===== src/rtl/mux8_rr_arbiter_pkg.sv =====
// Shared types and sizes for the 8-requester round-robin mux arbiter.
// Holds the requester count, the select width and the arbiter state encoding.
package mux_arb_pkg;

    localparam int N_REQ = 8;
    localparam int SEL_W = 3;

    typedef enum logic {
        IDLE  = 1'b0,
        GRANT = 1'b1
    } arb_state_t;

endpackage : mux_arb_pkg


===== src/rtl/mux8_rr_arbiter_rr_pick.sv =====
// Combinational round-robin pick: the first set request at or after ptr, searching upward mod 8.
// The search rotates the requests, priority-encodes the lowest set bit, then adds ptr back.
module rr_pick
    import mux_arb_pkg::*;
(
    input  logic [N_REQ-1:0] req,
    input  logic [SEL_W-1:0] ptr,
    output logic             any,
    output logic [SEL_W-1:0] idx
);

    logic [2*N_REQ-1:0] req_dbl;
    logic [N_REQ-1:0]   req_rot;
    logic [SEL_W-1:0]   off;

    // Doubling the vector makes the rotate a plain part-select: req_rot[k] = req[(ptr+k) mod 8].
    assign req_dbl = {req, req};
    assign req_rot = req_dbl[ptr +: N_REQ];

    always_comb begin
        off = '0;
        for (int k = N_REQ - 1; k >= 0; k--) begin
            if (req_rot[k]) begin
                off = SEL_W'(k);
            end
        end
    end

    assign any = |req;
    assign idx = ptr + off;

endmodule : rr_pick


===== src/rtl/mux8_rr_arbiter.sv =====
// Round-robin arbiter that drives the select of a shared 8:1 bit mux, with registered grant outputs.
// Define MUX_ARB_BURST_LIMIT_EN to cap each tenure at MAX_BURST cycles; otherwise an owner holds until it drops req.
module mux8_rr_arbiter
    import mux_arb_pkg::*;
#(
    parameter int MAX_BURST = 4
) (
    input  logic             clk,
    input  logic             rst,
    input  logic [N_REQ-1:0] req,
    output logic [N_REQ-1:0] gnt,
    output logic [SEL_W-1:0] S,
    output logic             gnt_valid
);

    if (MAX_BURST < 1 || MAX_BURST > 255) begin : g_bad_max_burst
        $error("MAX_BURST must lie in 1..255");
    end

    arb_state_t       state_q, state_d;
    logic [SEL_W-1:0] ptr_q, ptr_d;
    logic [N_REQ-1:0] gnt_q, gnt_d;
    logic [SEL_W-1:0] sel_q, sel_d;
    logic             vld_q, vld_d;
    logic             pick_any;
    logic [SEL_W-1:0] pick_idx;
    logic             release_now;

    rr_pick u_pick (
        .req (req),
        .ptr (ptr_q),
        .any (pick_any),
        .idx (pick_idx)
    );

`ifdef MUX_ARB_BURST_LIMIT_EN
    localparam logic [7:0] BURST_LAST = 8'(MAX_BURST - 1);
    logic [7:0] cnt_q, cnt_d;

    // A still-requesting owner is forced off on its last allowed cycle.
    assign release_now = !req[sel_q] || (cnt_q == BURST_LAST);
`else
    assign release_now = !req[sel_q];
`endif

    always_comb begin
        state_d = state_q;
        ptr_d   = ptr_q;
        gnt_d   = gnt_q;
        sel_d   = sel_q;
        vld_d   = vld_q;
`ifdef MUX_ARB_BURST_LIMIT_EN
        cnt_d   = cnt_q;
`endif
        unique case (state_q)
            IDLE: begin
                if (pick_any) begin
                    gnt_d   = N_REQ'(1) << pick_idx;
                    sel_d   = pick_idx;
                    vld_d   = 1'b1;
                    state_d = GRANT;
`ifdef MUX_ARB_BURST_LIMIT_EN
                    cnt_d   = '0;
`endif
                end else begin
                    gnt_d = '0;
                    vld_d = 1'b0;
                end
            end
            GRANT: begin
                // Only the owner's request matters here; other requesters cannot preempt.
                if (release_now) begin
                    gnt_d   = '0;
                    vld_d   = 1'b0;
                    ptr_d   = sel_q + SEL_W'(1);
                    state_d = IDLE;
                end else begin
`ifdef MUX_ARB_BURST_LIMIT_EN
                    cnt_d = cnt_q + 8'd1;
`endif
                end
            end
            default: state_d = IDLE;
        endcase
    end

    always_ff @(posedge clk) begin
        if (rst) begin
            state_q <= IDLE;
            ptr_q   <= '0;
            gnt_q   <= '0;
            sel_q   <= '0;
            vld_q   <= 1'b0;
`ifdef MUX_ARB_BURST_LIMIT_EN
            cnt_q   <= '0;
`endif
        end else begin
            state_q <= state_d;
            ptr_q   <= ptr_d;
            gnt_q   <= gnt_d;
            sel_q   <= sel_d;
            vld_q   <= vld_d;
`ifdef MUX_ARB_BURST_LIMIT_EN
            cnt_q   <= cnt_d;
`endif
        end
    end

    assign gnt       = gnt_q;
    assign S         = sel_q;
    assign gnt_valid = vld_q;

endmodule : mux8_rr_arbiter

===== config.mk =====
export PLATFORM = sky130hd
export DESIGN_NAME = mux8_rr_arbiter
export DESIGN_NICKNAME = d
export VERILOG_FILES = /design/src/rtl/mux8_rr_arbiter_pkg.sv /design/src/rtl/mux8_rr_arbiter_rr_pick.sv /design/src/rtl/mux8_rr_arbiter.sv
export SDC_FILE = /design/constraint.sdc
export NUM_CORES = 1
export LEC_CHECK = 0
export BUFFER_PORTS_ARGS = -buffer_cell sky130_fd_sc_hd__buf_2
export CAP_MARGIN = 5
export CELL_PAD_IN_SITES_DETAIL_PLACEMENT = 2
export CELL_PAD_IN_SITES_GLOBAL_PLACEMENT = 2
export CORE_UTILIZATION = 29
export CTS_BUF_LIST = sky130_fd_sc_hd__clkbuf_16
export DETAILED_ROUTE_END_ITERATION = 7
export HOLD_SLACK_MARGIN = 0.1
export PLACE_DENSITY = 0.78
export SKIP_CTS_REPAIR_TIMING = 1
export SLEW_MARGIN = 20
export SYNTH_ARGS = -nofsm -noshare
export SYNTH_HDL_FRONTEND = slang
export SYNTH_SLANG_ARGS = --single-unit

===== constraint.sdc =====
create_clock -name clk -period 3.52 [get_ports clk]
set_clock_uncertainty 0.15 [all_clocks]
set_input_delay 0.704 -clock clk [delete_from_list [all_inputs] [get_ports clk]]
set_output_delay 0.704 -clock clk [all_outputs]
set_load 0.05 [all_outputs]

* Yosys cells after proc, flatten, opt, wreduce, memory -nomap -nowiden
Cells that the tools add are included.
Cells by class: add/sub/neg operators 2, magnitude comparators 1, eq/ne operators 1, shift operators 2, multiplexer cells 18, bitwise logic cells 2, reductions and logical operators 3
Operators by type and width (number):
- $mux W3 | 8
- $mux W8 | 2
- $pmux W8 S2 | 1
- $shiftx A16 B4 Y8 | 1
- $reduce_or A8 Y1 | 1
- $shl A1 B3 Y8 const A | 1
- $lt A3 B4 Y1 const B | 1
- $mux W1 | 4
- $pmux W1 S2 | 2
- $reduce_and A2 Y1 | 2
- $add A3 B1 Y3 const B | 1
- $add A3 B3 Y3 | 1
- $bmux W1 S3 | 1
- $ne A2 B2 Y1 const B | 1
- $not A1 Y1 | 2
Word-level totals: flip-flop bits (word level) 16, input bits 10, output and inout port bits 12

* Logic depth before layout (Yosys ltp)
Gate-level depths: netlist of run 1.
word-level depth 13, mapped depth 14, gate-level depth less buffers 12

* By module
From an unflattened synthesis of run 1, not the netlist that was laid out.
Second synthesis, totals: cell total of the unflattened synthesis 113, area, all modules 1212.4 um^2
Modules (own cells, without submodules):
- mux8_rr_arbiter | instances 1, cells each 63, area an instance 693.2 um^2, sequential area each 320.3 um^2
- rr_pick | instances 1, cells each 50, area an instance 519.2 um^2, sequential area each 0.0 um^2

* Worst setup path before layout of run 1
OpenSTA, ideal clock, no wires.
kind input port to flip-flop, from input port req[4], to register gnt_q[6] (netlist: gnt[6]), arrival time 3.155 ns, required time 3.296 ns, path slack 0.141 ns, cell stages on the path 13, buffers on the path 1, cell sequence buf_6 nor2_1 mux4_2 a41o_1 a221oi_2 a211oi_1 a21oi_1 ha_1 inv_1 fa_1 nor3_1 nand2_1 o21ai_0
On the way: word-level cells in the longest chain between the ends 13
RTL lines:
- start: declaration | line mux8_rr_arbiter.sv:10 | input logic [N_REQ-1:0] req,
- $shiftx A16 B4 Y8 | line mux8_rr_arbiter_rr_pick.sv:18 | assign req_rot = req_dbl[ptr +: N_REQ];
- $mux W3 (8 in a row) | line mux8_rr_arbiter_rr_pick.sv:23 | if (req_rot[k]) begin
- $add A3 B3 Y3 | line mux8_rr_arbiter_rr_pick.sv:30 | assign idx = ptr + off;
- $shl A1 B3 Y8 | line mux8_rr_arbiter.sv:58 | gnt_d = N_REQ'(1) << pick_idx;
- $mux W8 | line mux8_rr_arbiter.sv:57 | if (pick_any) begin
- $pmux W8 S2 | line mux8_rr_arbiter.sv:55 | unique case (state_q)
- end signal: assignment | line mux8_rr_arbiter.sv:100 | gnt_q <= gnt_d;
- end: declaration | line mux8_rr_arbiter.sv:22 | logic [N_REQ-1:0] gnt_q, gnt_d;
Several ways; a longest one is shown, not always the timed one. The select of a mux whose other input is x is not followed. A chain may end at the register's enable or synchronous reset.

* Worst setup path in the final report of run 1
from input port req[0], to register gnt_q[0] (netlist: gnt[0])
The elaborated chain is that of the path after synthesis.

==> impl_summary.txt, run 1 <==
----------------------------------------------------
[Synth]
  Count leader, synth ... sky130_fd_sc_hd__nand2_1
  Synthesized cell area ... 0.00128 mm²
  #FFs+latches synth ... 16
  Ranking of synthesized cells by area ... sky130_fd_sc_hd__dfxtp_1, sky130_fd_sc_hd__mux2i_1, sky130_fd_sc_hd__nand2_1
  Area share of the largest cell type after synthesis ... 25.0%
  Count of cell types in the netlist ... 46
  Syn nets ... 169
  Warnings, synthesis ... 0
  Post-synthesis async set-or-reset flop share ... 0%
  Mean instance size in the synthesized netlist ... 8.20 µm²
  Main flop type after synthesis ... sky130_fd_sc_hd__dfxtp_1
  Commonest cells in the netlist ... sky130_fd_sc_hd__nand2_1, sky130_fd_sc_hd__dfxtp_1, sky130_fd_sc_hd__nor2_1
  Largest area contributor in the synthesized netlist ... sky130_fd_sc_hd__dfxtp_1
  Post-Syn Instances ... 156
  Count of flip-flops with a built-in enable after synthesis ... 0
  Sequential share of the synthesized area ... 25.0%

[Clock tree]
  Clock slew at reported path FFs ... ~0.050 ns
  TritonCTS Sinks ... 16
  CTS Root Buffer Type ... sky130_fd_sc_hd__clkbuf_16
  Clock buffers created by TritonCTS ... 3
  Buffer levels on the longest clock path ... 2
  Level count of the clock H-tree ... 1
  Clk Latency, worst-skew pair ... 0.25 ns
  CTS tree ... built

[Final layout]
  Number of antenna repair diodes ... 0
  Utilization after layout ... about 40%
  Final Instance Count excl. Fillers ... approximately 240
  Synth-to-layout area growth ... 28.0%
  Net count reported at finish ... 207
  Ratio of cells with drive above 1 in the final layout ... 31.1%

[Floorplanning]
  Number of placement rows ... 23
  Std-Cell Core Area ... 0.00412 mm²
  Die Span X ... 68.4 µm
  Die area ... 0.00468 mm²
  Chip height ... 68.4 µm
  IO Pins ... 22
  Starting density of the core ... 31.1%

[Global routing]
  Number of global-route vias before repair ... 1412
  First-pass GRT wire length ... 7.15 mm
  Pin count of the biggest net entering global routing ... 23
  Antenna violations before repair ... 0
  Overall routing resource usage ... 21.1%
  Total global routing overflow ... 0

[Route]
  Antenna viol nets, final ... 0
  DRC violation count after routing ... 0
  Wire per inst ... between 15 and 20 µm
  Total number of vias ... between 1k and 1.5k
  Routed wire length ... about 4.5 mm
  Number of iterations in the first detailed-routing pass ... 4
  DRC violation total after the first TritonRoute iteration ... slightly above 90
  Vias per inst ... between 5 and 6

[Job]
  # Max-Cap Violations ... 0

[Power]
  Highest ir drop seen on vdd ... 396 µV
  Pwr/cell area ... 575 mW/mm²
  Total Power ... between 900 and 1000 µW
  Leakage power ... approximately 0.00067 µW

[Critical path]
  CP delay by family, top ... compound AO/OA/AOI/OAI gates
  CP Data Arrival Time ... 3.35 ns
  WS Path Type ... input pin to flop
  Cell with the largest stage delay on the worst path ... sky130_fd_sc_hd__fa_1
  Maximum single-stage delay on the critical path ... between 0.4 and 0.5 ns
  Highest fanout seen on the critical path ... 6
  Critical path, cell by cell ... buf_2 > buf_4 > mux2i_2 > nand3b_1 > a41o_1 > a221oi_2 > a211oi_1 > a21oi_1 > ha_1 > inv_1 > fa_1 > buf_4 > nand2_1 > nor2_1 > a22o_1
  Cell seen most often among critical-path stages ... sky130_fd_sc_hd__buf_4
  Critical path endpoint category ... flop
  Worst EP required ... 3.51 ns
  Count of buffer and inverter cells on the critical path ... 4
  Critical Path Start Type ... input pin

[Placement]
  DP HPWL ... about 3.4 mm
  Input/output buffers ... 21
  Placed cell count ... 239
  Setup WS pre-CTS ... -0.0833 ns
  Final GP Congestion ... 0.836

[STA]
  Min Tclk post-route ... roughly 3.4 ns
  Unrepaired setup endpoints after global routing ... false
  Final number of setup-violating endpoints ... 0
  Tightest Pin Transition ... 0.598 ns
  Post-layout worst setup margin ... 0.155 ns
  Ratio of final minimum period to clock period ... 95.6%
  Maximum operating frequency ... 297 MHz
  Worst hold margin ... 0.315 ns
  Slew Viols, Final ... 0
  Max transition margin ... 59.8%
  Hold violation total from the final report ... 0

[Run status]
  Run status ... finished clean

[Worst hold path]
  Min-delay worst type ... flop to flop

----------------------------------------------------
registers in the layout, summed over array words and instances (netlist names):
| name | flops |
|---|---|
| S | 3 |
| gnt | 8 |
| gnt_valid | 1 |
| ptr_q | 3 |
| state_q | 1 |
tightest hold or removal path: stages, from the launching register on:
cell,delay (ns)
sky130_fd_sc_hd__dfxtp_1,0.32
sky130_fd_sc_hd__nand2_1,0.05
sky130_fd_sc_hd__o21ai_0,0.06
where the power goes:
group          switching (µW)  total [µW]  internal (µW)
clock                    75.2         226            151
sequential               34.1         245            211
combinational             291         470            179
total                     400         941            541
area by class of cell:
type                    instances  area (µm²)
clock buffers                   3        75.1
fillers                       462        2480
multi-input cells             127         905
repair buffers                 40         248
inverters                       6        22.5
clock inverters                 1        3.75
flip-flops and latches         16         320
well taps                      50        62.6
routing by layer:
layer  global-route usage, %  vias up  share of wire (%)
li1                        -      656                  -
met2                    38.1       28                 50
met3                    4.17        8                2.5
met4                    3.91        0               0.84
met5                       0        -                  0
met1                    25.5      688                 46
cell families (layout without fill, tap and decap cells):
kind of cell	after synthesis	after routing	share of synthesized area, %
AOI/OAI and AO/OA	44	44	25.1
muxes	14	14	14.1
buffers and inverters	13	50	5.19
xor gates and xnor gates	2	2	2.84
DFF	16	16	25.0
and+or+nand+nor	64	64	24.2
adders and majority gates	3	3	3.52
final timing paths:
kind,end,startpoint,depth (start not counted),slack (ns)
worst max-delay path,gnt[0],req[0],15,0.16
worst min-delay path,gnt[7],gnt[7],2,0.32
worst max register to register,gnt[0],ptr_q[0],13,0.20
worst min register to register,gnt[7],gnt[7],2,0.32
metrics by stage:
stage | TNS (ns) | instance area, µm²
2_1_floorplan | 0 | 1280
3_3_place_gp | -0.00627 | 1550
3_5_place_dp | -0.492 | 1550
4_1_cts | 0 | 1620
5_1_grt | 0 | 1640
6_report | 0 | 1640
cells in the final DEF (no fill, tap or decap), types with 4 or more instances in the layout:
cell type | netlist | routed
sky130_fd_sc_hd__a21oi_1 | 12 | 12
sky130_fd_sc_hd__buf_4 | 0 | 19
sky130_fd_sc_hd__mux2i_1 | 9 | 7
sky130_fd_sc_hd__buf_2 | 2 | 21
sky130_fd_sc_hd__a211oi_1 | 4 | 4
sky130_fd_sc_hd__o21ai_0 | 6 | 6
sky130_fd_sc_hd__inv_1 | 5 | 5
sky130_fd_sc_hd__dfxtp_1 | 16 | 16
sky130_fd_sc_hd__nor2_1 | 16 | 16
sky130_fd_sc_hd__nand2_1 | 22 | 22
sky130_fd_sc_hd__nor3_1 | 10 | 9
Note: power is estimated with default switching activity, not from simulation.
==> inputs of run 2 (changes only) <==
--- a/config.mk
+++ b/config.mk
@@ -9,13 +9,14 @@
 export CAP_MARGIN = 5
 export CELL_PAD_IN_SITES_DETAIL_PLACEMENT = 2
 export CELL_PAD_IN_SITES_GLOBAL_PLACEMENT = 2
-export CORE_UTILIZATION = 29
+export CORE_UTILIZATION = 32
 export CTS_BUF_LIST = sky130_fd_sc_hd__clkbuf_16
 export DETAILED_ROUTE_END_ITERATION = 7
 export HOLD_SLACK_MARGIN = 0.1
-export PLACE_DENSITY = 0.78
+export PLACE_DENSITY = 0.79
 export SKIP_CTS_REPAIR_TIMING = 1
 export SLEW_MARGIN = 20
 export SYNTH_ARGS = -nofsm -noshare
 export SYNTH_HDL_FRONTEND = slang
+export SYNTH_HIERARCHICAL = 1
 export SYNTH_SLANG_ARGS = --single-unit
==> run 2 against run 1 <==
The run now ends with negative setup slack left; critical endpoint is now gnt[1]; worst hold slack improved by 0.014 ns; die area is 14% lower; largest cell class unchanged; synthesized cell count decreased by 28%; sequential share of layout area shrank 0.94 points; via count fell by 12%; final area rose by 5.4%; critical path depth down 1; power up 30%.
==> impl_summary.txt, run 2 <==
----------------------------------------------------
[STA]
  Maximum operating frequency ... 266 MHz (-11%)
  Worst hold margin ... 0.329 ns (+0.0145 ns)
  Final number of setup-violating endpoints ... 9 (+9)
  Unrepaired setup endpoints after global routing ... true
  Ratio of final minimum period to clock period ... 107% (+11 points)
  Slew Viols, Final ... 0 (unchanged)
  Sum Neg Setup Slack ... -1.48 ns (-1.48 ns)
  Hold violation total from the final report ... 0 (unchanged)
  Tightest Pin Transition ... 0.445 ns (-0.152 ns)
  Min Tclk post-route ... 3.76 ns (+0.396 ns)
  Post-layout worst setup margin ... -0.241 ns (-0.396 ns)
  Max transition margin ... 70.2% (+10 points)

[Synth]
  Area share of the largest cell type after synthesis ... 26.4% (+1.4 points)
  Count leader, synth ... sky130_fd_sc_hd__dfxtp_1
  Syn nets ... 126 (-25%)
  Sequential share of the synthesized area ... 26.4% (+1.4 points)
  Post-synthesis compound-gate area fraction ... 17.6% (-7.5 points)
  Post-synthesis async set-or-reset flop share ... 0% (unchanged)
  Count of flip-flops with a built-in enable after synthesis ... 0 (unchanged)
  Post-synthesis share of cell area spent on full adders, half adders and majority gates ... 3.72% (+0.19 points)
  Mean instance size in the synthesized netlist ... 10.7 µm² (+31%)
  Commonest cells in the netlist ... sky130_fd_sc_hd__dfxtp_1, sky130_fd_sc_hd__mux2i_1, sky130_fd_sc_hd__mux4_1, sky130_fd_sc_hd__nor2_1
  Mux share of post-synthesis cell area ... 30.1% (+16 points)
  Largest area contributor in the synthesized netlist ... sky130_fd_sc_hd__dfxtp_1
  Main combinational cell family by area after synthesis ... multiplexers
  Ranking of synthesized cells by area ... sky130_fd_sc_hd__dfxtp_1, sky130_fd_sc_hd__mux4_1, sky130_fd_sc_hd__mux2i_1
  Post-synthesis share of cell area spent on xor and xnor gates ... 2.17% (-0.67 points)
  Simple-gate share of the synthesized area ... 13.7% (-10 points)
  Warnings, synthesis ... 6 (+6)
  Synthesized cell area ... 0.00121 mm² (-5.2%)
  Main flop type after synthesis ... sky130_fd_sc_hd__dfxtp_1
  Post-Syn Instances ... 113 (-28%)
  Count of cell types in the netlist ... 43 (-6.5%)
  #FFs+latches synth ... 16 (unchanged)

[Placement]
  Placed cell count ... 199 (-17%)
  Final GP Congestion ... 0.820 (-2.0%)
  Input/output buffers ... 21 (unchanged)
  DP HPWL ... 3.40 mm (-1.4%)

[Power]
  Highest ir drop seen on vdd ... 387 µV (-2.4%)
  Total Power ... 1220 µW (+30%)
  Pwr/cell area ... 709 mW/mm² (+23%)
  Internal portion of total power ... 669 µW (+24%)
  Switching power share of the total ... 45.3% (+2.8 points)
  Psw ... 554 µW (+38%)
  Leakage power ... 0.000729 µW (+8.0%)
  Sequential share of power ... 21.9% (-4.1 points)
  Clock network fraction of design power ... 19.3% (-4.7 points)
  Fraction of power consumed by combinational cells ... 58.8% (+8.8 points)

[Final layout]
  Final Instance Count excl. Fillers ... 206 (-15%)
  Net count reported at finish ... 174 (-16%)
  Commonest cells after routing, fill and taps aside ... sky130_fd_sc_hd__buf_4, sky130_fd_sc_hd__buf_2, sky130_fd_sc_hd__dfxtp_1, sky130_fd_sc_hd__mux2i_1, sky130_fd_sc_hd__nor2_1
  Number of inserted filler cells in the final layout ... 355 (-23%)
  Leading cell type in the layout, fill and taps excluded ... sky130_fd_sc_hd__buf_4
  Sequential standard cell area ... 322 µm² (+0.39%)
  Utilization after layout ... 49.7% (+10 points)
  Synth-to-layout area growth ... 42.3%
  Multi-input logic area ... 891 µm² (-1.5%)
  Ratio of cells with drive above 1 in the final layout ... 53.1% (+22 points)
  Number of antenna repair diodes ... 0 (unchanged)
  Number of flip-flops under the largest register name ... 8 (unchanged)

[Clock tree]
  Clock slew at reported path FFs ... 0.05 ns (about the same)
  CTS Root Buffer Type ... sky130_fd_sc_hd__clkbuf_16
  Buffer levels on the longest clock path ... 2 (unchanged)
  Level count of the clock H-tree ... 1 (unchanged)
  TritonCTS Sinks ... 16 (unchanged)
  Clock buffers created by TritonCTS ... 3 (unchanged)
  Clk Latency, worst-skew pair ... 0.25 ns (about the same)
  CTS tree ... built

[Critical path]
  Highest fanout seen on the critical path ... 3 (-3)
  CP Data Arrival Time ... 3.75 ns (+0.40 ns)
  Critical Path Start Type ... input pin
  WS Path Type ... input pin to flop
  Critical path endpoint category ... flop
  Worst EP required ... 3.51 ns (about the same)

[Run status]
  Run status ... finished, violations left
  Violated checks ... negative setup slack

[Job]
  # Max-Cap Violations ... 0 (unchanged)

[Floorplanning]
  Std-Cell Core Area ... 0.00347 mm² (-16%)
  Number of placement rows ... 21 (-8.7%)
  Starting density of the core ... 35.0% (+3.9 points)
  Die Span X ... 63.6 µm (-7.1%)
  Die area ... 0.00404 mm² (-14%)
  IO Pins ... 22 (unchanged)
  Chip height ... 63.6 µm (-7.1%)

[Route]
  DRC violation count after routing ... 0 (unchanged)
  Total number of vias ... 1217 (-12%)
  DRC violation total after the first TritonRoute iteration ... 78 (-14%)
  Number of iterations in the first detailed-routing pass ... 4 (unchanged)
  Antenna viol nets, final ... 0 (unchanged)
  Vias per inst ... 5.91 (+4.0%)
  Wire per inst ... 26.8 µm (+43%)
  Routed wire length ... 5.53 mm (+22%)

[Global routing]
  Pin count of the biggest net entering global routing ... 15 (-35%)
  Total global routing overflow ... 0 (unchanged)
  First-pass GRT wire length ... 7.44 mm (+4.1%)
  Antenna violations before repair ... 0 (unchanged)
  Number of global-route vias before repair ... 1295 (-8.3%)
  Overall routing resource usage ... 25.1% (+4.1 points)

[Worst hold path]
  Min-delay worst type ... flop to flop

----------------------------------------------------
run 2: cell types whose count changed after synthesis, sizes merged, moves of 3 or more:
cell   change
o21ai      -3
nand2     -15
a21oi     -10
nor2       -9
mux4       +5
nor3       -7
run 2: layout make-up:
class	instances	area share, %
clock buffers	3	4.35
clock inverters	1	0.218
inverters	6	1.31
multi-input cells	85	51.6
flip-flops and latches	16	18.6
well taps	46	3.34
repair buffers	49	20.5
run 2: worst paths after layout:
path	slack, ns	to	from	depth (start not counted)
setup reg to reg	-0.14	gnt[1]	ptr_q[1]	14
hold / removal	0.33	gnt_valid	gnt_valid	1
setup / recovery	-0.24	gnt[1]	req[1]	14
hold reg to reg	0.33	gnt_valid	gnt_valid	1
run 2: logic make-up after synthesis:
kind of cell / Yosys count
and+or+nand+nor: 30
AOI/OAI and AO/OA: 26
muxes: 23
DFF: 16
buffers and inverters: 12
xor gates and xnor gates: 3
adders and majority gates: 3
run 2: stage by stage:
| step | cell area, µm² | setup slack, ns |
|---|---|---|
| 2_1_floorplan | 1210 | 0.0430 |
| 3_3_place_gp | 1510 | -0.211 |
| 3_5_place_dp | 1510 | -0.567 |
| 4_1_cts | 1590 | -0.406 |
| 5_1_grt | 1730 | -0.295 |
| 6_report | 1730 | -0.241 |
run 2: power by group through the flow:
stage               Sequential (µW)  Clock [µW]  Combinational (µW)
floorplan                       347           0                 324
global placement                258           0                 561
detailed placement              263           0                 598
CTS                             264         233                 607
global route                    273         243                 757
finish                          267         236                 720
run 2: routing by layer:
metal  track usage (%)  share of wire, %  wire, µm
met1              28.7                39      2160
met2              45.9                53      2950
met3              3.44               3.3       180
met4              10.8               4.3       240
met5                 0                 0         0
run 2: critical path, stage by stage:
cell,delay [ns]
sky130_fd_sc_hd__buf_8,0.10
sky130_fd_sc_hd__mux4_2,0.53
sky130_fd_sc_hd__mux2i_2,0.32
sky130_fd_sc_hd__o311ai_2,0.19
sky130_fd_sc_hd__a21bo_2,0.25
sky130_fd_sc_hd__a31oi_4,0.14
sky130_fd_sc_hd__ha_2,0.20
sky130_fd_sc_hd__inv_2,0.04
sky130_fd_sc_hd__fa_2,0.40
sky130_fd_sc_hd__xnor2_2,0.22
sky130_fd_sc_hd__xnor2_2,0.16
sky130_fd_sc_hd__buf_4,0.17
sky130_fd_sc_hd__nor2_4,0.05
sky130_fd_sc_hd__a32o_2,0.28
==> inputs of run 3 (changes only) <==
--- a/config.mk
+++ b/config.mk
@@ -9,6 +9,7 @@
 export CAP_MARGIN = 5
 export CELL_PAD_IN_SITES_DETAIL_PLACEMENT = 2
 export CELL_PAD_IN_SITES_GLOBAL_PLACEMENT = 2
+export CORE_MARGIN = 2
 export CORE_UTILIZATION = 32
 export CTS_BUF_LIST = sky130_fd_sc_hd__clkbuf_16
 export DETAILED_ROUTE_END_ITERATION = 7
==> run 3 against run 2 <==
The run still ends with negative setup slack left; register-to-register slack gained 0.21 ns; first-iteration DRC count down 46%; largest cell class unchanged; clock-buffer cell count unchanged; cell count did not move; clock power fell by 5%; global-route usage is 3.2 points lower; final area decreased by 0.73%; routed wire length shrank 11%; critical path depth decreased by 1; core utilization decreased by 3.0 points; power is 3.2% lower; combinational power is 3.6% lower.
==> impl_summary.txt, run 3 (synthesis gave the netlist of run 2 again) <==
----------------------------------------------------
[Run status]
  Run status ... finished, violations left
  Violated checks ... negative setup slack

[Power]
  Psw ... 525 µW (-5.2%)
  Clock network fraction of design power ... 19.0% (-0.3 points)
  Internal portion of total power ... 660 µW (-1.4%)
  Sequential share of power ... 22.4% (+0.5 points)
  Fraction of power consumed by combinational cells ... 58.6% (-0.2 points)
  Highest ir drop seen on vdd ... 371 µV (-4.1%)
  Leakage power ... 0.000712 µW (-2.3%)
  Switching power share of the total ... 44.3% (-0.98 points)
  Pwr/cell area ... 691 mW/mm² (-2.4%)

[Route]
  Wire per inst ... 24.0 µm (-11%)
  DRC violation count after routing ... 0 (unchanged)
  M1 wire length ... 2.04 mm (-5.7%)
  Total number of vias ... 1150 (-5.5%)
  Routed wire length ... 4.95 mm (-11%)
  DRC violation total after the first TritonRoute iteration ... 42 (-46%)
  Antenna viol nets, final ... 0 (unchanged)
  Number of iterations in the first detailed-routing pass ... 4 (unchanged)
  Vias per inst ... 5.58 (-5.5%)
  Top Metal Used ... met4
  Detailed route wirelength on metal2 ... 2.73 mm (-7.5%)
  Metal3 WL ... 87 µm (-52%)

[Global routing]
  Overall routing resource usage ... 21.9% (-3.2 points)
  Pin count of the biggest net entering global routing ... 15 (unchanged)
  Total global routing overflow ... 0 (unchanged)
  Number of global-route vias before repair ... 1256 (-3.0%)
  Antenna violations before repair ... 0 (unchanged)
  First-pass GRT wire length ... 6.93 mm (-6.8%)

[Worst hold path]
  Hold wc startpoint ... gnt[2]
  Min-delay worst type ... flop to flop
  Number of cells on the worst hold path ... 1 (unchanged)
  Endpoint, Worst Hold ... gnt[2]

[Final layout]
  Synth-to-layout area growth ... 41.3%
  Commonest cells after routing, fill and taps aside ... sky130_fd_sc_hd__buf_4, sky130_fd_sc_hd__dfxtp_1, sky130_fd_sc_hd__buf_2, sky130_fd_sc_hd__mux2i_1
  Leading cell type in the layout, fill and taps excluded ... sky130_fd_sc_hd__buf_4
  Number of antenna repair diodes ... 0 (unchanged)
  Ratio of cells with drive above 1 in the final layout ... 50.6% (-2.5 points)
  Net count reported at finish ... 172 (-1.1%)
  Utilization after layout ... 46.8% (-3.0 points)
  Final Instance Count excl. Fillers ... 206 (unchanged)
  Number of flip-flops under the largest register name ... 8 (unchanged)

[STA]
  Sum Neg Setup Slack ... -0.0485 ns (+1.44 ns)
  Final number of setup-violating endpoints ... 6 (-3)
  Unrepaired setup endpoints after global routing ... true
  Slew Viols, Final ... 0 (unchanged)
  Maximum operating frequency ... 282 MHz (+6.2%)
  Ratio of final minimum period to clock period ... 101% (-6.2 points)
  Tightest Pin Transition ... 0.410 ns (-0.0356 ns)
  Min Tclk post-route ... 3.54 ns (-0.219 ns)
  Post-layout worst setup margin ... -0.0225 ns (+0.219 ns)
  Hold violation total from the final report ... 0 (unchanged)
  Max transition margin ... 72.6% (+2.4 points)

[Critical path]
  Critical Path Start Type ... input pin
  Highest fanout seen on the critical path ... 5 (+2)
  Number of cells traversed by the worst register-to-register path ... 12 (-2)
  Reg2reg end ... gnt[5]
  Worst EP required ... 3.51 ns (about the same)
  Internal reg-to-reg setup slack ... 0.07 ns (+0.21 ns)
  CP Data Arrival Time ... 3.53 ns (-0.22 ns)
  Critical path endpoint category ... flop
  WS Path Type ... input pin to flop
  Worst r2r src ... ptr_q[0]

[Clock tree]
  CTS tree ... built
  TritonCTS Sinks ... 16 (unchanged)
  Clock buffers created by TritonCTS ... 3 (unchanged)
  Clk Latency, worst-skew pair ... 0.25 ns (about the same)
  Level count of the clock H-tree ... 1 (unchanged)
  CTS Root Buffer Type ... sky130_fd_sc_hd__clkbuf_16
  Clock slew at reported path FFs ... 0.05 ns (about the same)
  Buffer levels on the longest clock path ... 2 (unchanged)

[Placement]
  Final GP Congestion ... 0.833 (+1.7%)
  Placed cell count ... 198 (-0.50%)
  Input/output buffers ... 21 (unchanged)
  DP HPWL ... 3.18 mm (-6.3%)

[Floorplanning]
  Die area ... 0.00430 mm² (+6.4%)
  Std-Cell Core Area ... 0.00366 mm² (+5.6%)
  Number of placement rows ... 22 (+4.8%)
  IO Pins ... 22 (unchanged)
  Die Span X ... 65.6 µm (+3.1%)
  Chip height ... 65.6 µm (+3.1%)
  Starting density of the core ... 33.1% (-1.8 points)

[Job]
  # Max-Cap Violations ... 0 (unchanged)

----------------------------------------------------
-- run 3: worst max-delay path, stage by stage --
cell and delay, ns:
sky130_fd_sc_hd__buf_8 0.10, sky130_fd_sc_hd__mux4_2 0.52, sky130_fd_sc_hd__mux2i_2 0.25, sky130_fd_sc_hd__o311ai_2 0.15
sky130_fd_sc_hd__a21bo_2 0.24, sky130_fd_sc_hd__a31oi_4 0.14, sky130_fd_sc_hd__ha_2 0.19, sky130_fd_sc_hd__inv_2 0.04
sky130_fd_sc_hd__fa_2 0.40, sky130_fd_sc_hd__xnor2_2 0.17, sky130_fd_sc_hd__xnor2_2 0.16, sky130_fd_sc_hd__and3_4 0.22
sky130_fd_sc_hd__a32o_1 0.24
-- run 3: final cells by class --
type	instances	area [µm²]
Timing Repair Buffer	47	354
Multi-Input combinational cell	85	876
Fill cell	381	1950
Tap cell	48	60.1
Clock buffer	3	75.1
Inverter	6	22.5
Sequential cell	16	322
Clock inverter	1	3.75
-- run 3: worst max path at each step --
| stage | startpoint | cells past startpoint | endpoint | slack (ns) |
|---|---|---|---|---|
| floorplan | req[7] | 13 | gnt[6] | 0.04 |
| global placement | req[7] | 14 | gnt[6] | -0.20 |
| detailed placement | req[4] | 14 | gnt[6] | -0.49 |
| CTS | req[7] | 14 | gnt[6] | -0.31 |
| global route | req[5] | 14 | S[2] | -0.14 |
| finish | req[5] | 13 | gnt[5] | -0.02 |
-- run 3: metrics by stage --
stage	total power, µW	instance area, µm²	setup slack, ns	hold WS, ns
floorplan	671	1210	0.0430	0.328
global placement	805	1490	-0.205	0.298
detailed placement	846	1490	-0.488	0.316
CTS	1080	1570	-0.308	0.330
global route	1250	1710	-0.135	0.340
finish	1180	1710	-0.0225	0.324
-- run 3: metal layers --
| layer | vias to the layer above | global-route usage, % |
|---|---|---|
| met4 | 0 | 9.38 |
| met5 | - | 0 |
| met3 | 8 | 3.42 |
| met1 | 600 | 25.3 |
| li1 | 529 | - |
| met2 | 13 | 39.7 |
-- run 3: power groups by stage --
stage	sequential, µW	combinational, µW	clock, µW
2_1_floorplan	347	324	0
3_3_place_gp	260	546	0
3_5_place_dp	265	581	0
4_1_cts	263	590	229
5_1_grt	271	739	238
6_report	266	694	225
